### src/rtl/anaio_seq_pkg.sv
// Shared definitions for the analog channel sequencer.
//   state_e       : sequencer FSM states
//   NUM_CHAN      : number of analog channels behind the switch matrix
//   CNT_W         : width of the break/settle interval counter
//   chan_onehot() : channel index -> switch-enable pattern
package anaio_seq_pkg;

  localparam int unsigned NUM_CHAN = 4;
  localparam int unsigned CNT_W    = 8;

  typedef enum logic [2:0] {
    IDLE,
    BREAK,
    MAKE,
    SETTLE,
    FIN
  } state_e;

  function automatic logic [NUM_CHAN-1:0] chan_onehot(input logic [1:0] ch);
    chan_onehot = NUM_CHAN'(1) << ch;
  endfunction

endpackage

### src/rtl/anaio_seq_timer.sv
// Interval timer for the sequencer's break and settle phases.
//   clk, rst      : clock, synchronous active-high reset
//   load_i        : load load_val_i into the counter (wins over dec_i)
//   load_val_i    : interval length in cycles
//   dec_i         : count down one step (saturates at zero)
//   expired_o     : current cycle is the last cycle of the loaded interval
module anaio_seq_timer
  import anaio_seq_pkg::*;
(
  input  logic             clk,
  input  logic             rst,
  input  logic             load_i,
  input  logic [CNT_W-1:0] load_val_i,
  input  logic             dec_i,
  output logic             expired_o
);

  logic [CNT_W-1:0] cnt_q;
  logic [CNT_W-1:0] cnt_d;

  always_comb begin
    cnt_d = cnt_q;
    if (load_i) begin
      cnt_d = load_val_i;
    end else if (dec_i && (cnt_q != '0)) begin
      cnt_d = cnt_q - 1'b1;
    end
  end

  always_ff @(posedge clk) begin
    if (rst) begin
      cnt_q <= '0;
    end else begin
      cnt_q <= cnt_d;
    end
  end

  // A load of N means N cycles in the phase; the count still reads 1 on the
  // final one, so the owner leaves the phase on that edge.
  assign expired_o = (cnt_q <= CNT_W'(1));

endmodule

### src/rtl/anaio_chan_sequencer.sv
// Break-before-make sequencer for a 4-way analog input switch.
// Optional feature macro: ANAIO_SEQ_ESD_CLAMP_EN adds esd_clamp output.
//   clk, rst            : clock, synchronous active-high reset
//   req_valid/req_ready : request handshake (accepted only when idle)
//   req_off             : 1 = disconnect everything, 0 = connect req_chan
//   req_chan            : channel to connect
//   sw_en               : switch enables, one-hot or zero
//   cur_chan            : connected channel, meaningful while connected=1
//   connected           : a channel is switched in and settled
//   busy                : sequence in progress
//   done                : one-cycle pulse at sequence end
//   esd_clamp           : (macro only) high while in the break gap
module anaio_chan_sequencer
  import anaio_seq_pkg::*;
#(
  parameter int unsigned BBM_CYCLES    = 4,
  parameter int unsigned SETTLE_CYCLES = 16
) (
  input  logic       clk,
  input  logic       rst,
  input  logic       req_valid,
  output logic       req_ready,
  input  logic       req_off,
  input  logic [1:0] req_chan,
  output logic [3:0] sw_en,
  output logic [1:0] cur_chan,
  output logic       connected,
  output logic       busy,
`ifdef ANAIO_SEQ_ESD_CLAMP_EN
  output logic       done,
  output logic       esd_clamp
`else
  output logic       done
`endif
);

  localparam logic [CNT_W-1:0] BBM_V    = CNT_W'(BBM_CYCLES);
  localparam logic [CNT_W-1:0] SETTLE_V = CNT_W'(SETTLE_CYCLES);

  state_e              state_q, state_d;
  logic                off_q, off_d;
  logic [1:0]          chan_q, chan_d;
  logic [NUM_CHAN-1:0] sw_en_q, sw_en_d;
  logic [1:0]          cur_chan_q, cur_chan_d;
  logic                connected_q, connected_d;

  logic             tmr_load;
  logic [CNT_W-1:0] tmr_val;
  logic             tmr_dec;
  logic             tmr_exp;

  anaio_seq_timer u_timer (
    .clk        (clk),
    .rst        (rst),
    .load_i     (tmr_load),
    .load_val_i (tmr_val),
    .dec_i      (tmr_dec),
    .expired_o  (tmr_exp)
  );

  always_comb begin
    state_d     = state_q;
    off_d       = off_q;
    chan_d      = chan_q;
    sw_en_d     = sw_en_q;
    cur_chan_d  = cur_chan_q;
    connected_d = connected_q;
    tmr_load    = 1'b0;
    tmr_val     = '0;
    tmr_dec     = 1'b0;

    case (state_q)
      IDLE: begin
        if (req_valid) begin
          off_d  = req_off;
          chan_d = req_chan;
          // Re-selecting the live channel skips the switch sequence entirely.
          if (!req_off && connected_q && (req_chan == cur_chan_q)) begin
            state_d = FIN;
          end else begin
            state_d     = BREAK;
            sw_en_d     = '0;
            connected_d = 1'b0;
            tmr_load    = 1'b1;
            tmr_val     = BBM_V;
          end
        end
      end
      BREAK: begin
        tmr_dec = 1'b1;
        if (tmr_exp) begin
          if (!off_q) begin
            // Enables change on the edge into MAKE so they are visible in MAKE.
            state_d    = MAKE;
            sw_en_d    = chan_onehot(chan_q);
            cur_chan_d = chan_q;
          end else begin
            state_d = FIN;
          end
        end
      end
      MAKE: begin
        state_d  = SETTLE;
        tmr_load = 1'b1;
        tmr_val  = SETTLE_V;
      end
      SETTLE: begin
        tmr_dec = 1'b1;
        if (tmr_exp) begin
          state_d     = FIN;
          connected_d = 1'b1;
        end
      end
      FIN: begin
        state_d = IDLE;
      end
      default: begin
        state_d = IDLE;
      end
    endcase
  end

  always_ff @(posedge clk) begin
    if (rst) begin
      state_q     <= IDLE;
      off_q       <= 1'b0;
      chan_q      <= '0;
      sw_en_q     <= '0;
      cur_chan_q  <= '0;
      connected_q <= 1'b0;
    end else begin
      state_q     <= state_d;
      off_q       <= off_d;
      chan_q      <= chan_d;
      sw_en_q     <= sw_en_d;
      cur_chan_q  <= cur_chan_d;
      connected_q <= connected_d;
    end
  end

  assign req_ready = (state_q == IDLE);
  assign busy      = (state_q != IDLE);
  assign done      = (state_q == FIN);
  assign sw_en     = sw_en_q;
  assign cur_chan  = cur_chan_q;
  assign connected = connected_q;

`ifdef ANAIO_SEQ_ESD_CLAMP_EN
  assign esd_clamp = (state_q == BREAK);
`endif

endmodule

### config.mk
export PLATFORM = sky130hd
export DESIGN_NAME = anaio_chan_sequencer
export DESIGN_NICKNAME = d
export VERILOG_FILES = /design/src/rtl/anaio_seq_pkg.sv /design/src/rtl/anaio_seq_timer.sv /design/src/rtl/anaio_chan_sequencer.sv
export SDC_FILE = /design/constraint.sdc
export NUM_CORES = 1
export LEC_CHECK = 0
export CELL_PAD_IN_SITES_DETAIL_PLACEMENT = 1
export CELL_PAD_IN_SITES_GLOBAL_PLACEMENT = 2
export CORE_AREA = 2 2 68 70
export CTS_CLUSTER_SIZE = 20
export DETAILED_ROUTE_END_ITERATION = 12
export DIE_AREA = 0 0 70 72
export GPL_ROUTABILITY_DRIVEN = 1
export GPL_TIMING_DRIVEN = 0
export PLACE_DENSITY = 0.82
export SETUP_SLACK_MARGIN = 0.1
export SLEW_MARGIN = 20
export SYNTH_ARGS = -nofsm -noshare
export SYNTH_HDL_FRONTEND = slang
export SYNTH_HIERARCHICAL = 1
export SYNTH_SLANG_ARGS = --single-unit
### constraint.sdc
create_clock -name clk -period 2.5 [get_ports clk]
set_input_delay 0.5 -clock clk [delete_from_list [all_inputs] [get_ports clk]]
set_output_delay 0.5 -clock clk [all_outputs]
set_load 0.02 [all_outputs]
==> results.yml <==
outcome:
  outcome: "complete, no violations"
grt:
  grt_pass1_wl_mm: 5.22
  grt.total_usage_pct: 12.8
  antenna_found_initial: 0
  grt_max_degree: 14
  grt-ovfl-total: 0
  grt_pass1_vias: 1117
cells_and_area:
  antennaDiodeCount: 0
  synthToLayoutAreaGrowth_pct: 27.7
  layout-drive-gt1-share_pct: 13.2
  fillers: 520
  nets: 177
  final_common_cell: "dfxtp_1"
  design_area_sq_um: 1560
  fin_util_pct: 36.5
  final_cell_mix: "dfxtp_1 (21), clkdlybuf4s50_1 (14), a21oi_1 (10)"
  final_cells: 219
clock_tree:
  cts_tree: "yes"
  holdBufCountCts: 0
  cts.htree.levels: 1
  clk_latency_ns: 0.27
  path_clk_slew_ns: 0.08
  cts.root.buffer_cell: "clkbuf_8"
  cts.sinks: 21
  cts_max_path_buffers: 2
  cts_made_buffers: 3
sta:
  slew_violations: 0
  fin_crit_sh_pct: 94.2
  tns_ns: 0
  rsz0062_at_grt: "true"
  setup_viol: 0
  max_freq_mhz: 425
  skew_ns: 0.00387
  slew_headroom_pct: 51.8
  tightest_slew_ns: 0.716
  finalCriticalPeriod_ns: 2.35
  hold_viol_final: 0
placed_design:
  place_inst: 213
  dp_hpwl_mm: 2.39
  place_area_sq_um: 1480
  gp_congestion: 0.727
  port_buffers: 15
worst_setup_path:
  required_ns: 2.71
  path_class: "in -> reg"
  worstPathMaxFanout: 8
  r2r_setup_slack_ns: 0.25
  cp_data_arrival_time_ns: 2.57
  setup.worst_path.start_class: "input port"
  critical_path.endpoint_type: "register"
  worstRegToRegCells: 7
  rr_startpoint: "u_timer/cnt_q[2]"
  worstReg2RegEnd: "sw_en[1]"
synthesis:
  synth_warnings: 6
  netlist_area_sq_um: 1220
  synth_cells: 140
  syn_avg_cell_area_sq_um: 8.70
  synth_edf_count: 0
  ys_ff_latch: 21
  netlist_top_cells_area: "dfxtp_1 (34%), mux2i_1 (7.4%), a21oi_1 (4.1%)"
  async_reset_ff_share_pct: 0
  synthFlopType: "dfxtp_1"
  ys_types: 47
  netlist.top_cell.by_area: "dfxtp_1"
  netlist.area_leader.share_pct: 34.5
  ys_seq_area_share_pct: 34.5
flow_run:
  maxCapViolCount: 0
pwr:
  ir_drop_uv: 230
  power_density_nw_per_um2: 831
  p_leak_uw: 0.000581
route:
  drtIter0Drc: 49
  routed-via-count: 1116
  dr.pass1.iters: 4
  postRouteAntennaNets: 0
  avgRoutedWirePerCell_um: 14.4
  vias_per_cell: 5.10
  routed_wl_mm: 3.16
  drc_errors: 0
min_path:
  min_path_type: "reg -> reg"
  whs_path_depth: 2
  hold-path-endpoint: "sw_en[0]"
  worstHoldStart: "sw_en[0]"
die:
  die_w_um: 70
  die_area_sq_um: 5040
  die_h_um: 72
  start_util_pct: 28.6
  ios: 16
  core_area_sq_um: 4260
  num_rows: 24
==> per-layer routing <==
layer,track usage [%],share of wire [%],wire (um),vias up
met2,22.8,51,1600,5
met1,15.6,47,1480,549
met3,1.39,0.95,30,4
met4,5.77,1.6,50,0
met5,0,0,0,-
li1,-,-,-,558
==> state kept, by name, summed over array words and instances (netlist names) <==
signal,cells
sw_en,4
chan_q,2
off_q,1
state_q,3
u_timer/cnt_q,8
connected,1
cur_chan,2
==> worst max-delay path by stage <==
stage	from	endpoint	slack, ns	cells after the start
2_1_floorplan	req_chan[0]	u_timer/cnt_q[7]	0.17	7
3_3_place_gp	req_chan[0]	u_timer/cnt_q[7]	-0.44	8
3_5_place_dp	req_chan[0]	u_timer/cnt_q[7]	-0.49	8
4_1_cts	req_chan[0]	u_timer/cnt_q[7]	0.1	8
5_1_grt	req_chan[1]	u_timer/cnt_q[7]	0.04	8
6_report	req_chan[1]	u_timer/cnt_q[7]	0.15	8
==> repair_timing <==
item                       4_1_cts  5_1_grt
resized for setup                1        2
setup endpoints to repair        5        5
buffers inserted                 2        0
pin swaps                        2        1
==> cell type report <==
class	instances	area [sq um]	area share, %
plain buffers	4	17.5	1.13
clock buffers	3	41.3	2.65
clock inverters	1	7.51	0.482
inverters	10	37.5	2.41
multi-input cells	111	800	51.4
flip-flops and latches	21	420	27.0
well taps	52	65.1	4.18
repair buffers	17	168	10.8
==> where the power goes <==
part           internal, uW  switching (uW)
clock                   113             121
sequential              392            75.6
combinational           256             337
total                   760             533
==> stage by stage <==
step                      setup slack (ns)  total power, uW  hold slack [ns]
final                                0.146             1290            0.477
after global routing                0.0417             1390            0.499
after CTS                           0.0976             1300            0.483
after detailed placement            -0.491             1050            0.465
after global placement              -0.436             1020            0.464
after floorplan                      0.174              882            0.484
==> Yosys cell counts, types with 2 or more instances <==
library cell / n
nand2b_1: 6
nand3b_1: 2
mux2i_1: 9
ha_1: 3
xor2_1: 2
a311oi_1: 2
or3b_2: 2
o21ai_0: 2
nand4_1: 2
nor2b_1: 2
a21oi_1: 10
buf_2: 2
clkbuf_1: 2
or4_1: 2
o211ai_1: 2
and3b_1: 2
nor2_1: 9
nor3b_1: 2
a31oi_1: 2
o21bai_1: 2
nand2_1: 9
nand3_1: 5
nor4_1: 2
inv_1: 9
dfxtp_1: 21
nor3_1: 6
==> logic make-up (layout without fill, tap and decap cells) <==
group / after synthesis / after routing / synth area share, %
other: 1 / 7 / 0.308
XOR/XNOR: 2 / 2 / 1.44
AO/OA/AOI/OAI: 30 / 30 / 18.4
adder cells (fa/ha/maj): 3 / 3 / 3.08
flip-flops: 21 / 21 / 34.5
AND/OR/NAND/NOR: 60 / 60 / 30.4
multiplexers: 9 / 9 / 7.39
buffers and inverters: 14 / 35 / 4.52
==> critical path, cell delays in order <==
cell             delay, ns
clkdlybuf4s50_1       0.45
xor2_1                0.18
nor4b_4               0.25
nand2b_4              0.20
nand2b_4              0.09
or4_1                 0.50
or3_4                 0.33
nand3_1               0.07
Power figures use the tool's default switching activity.
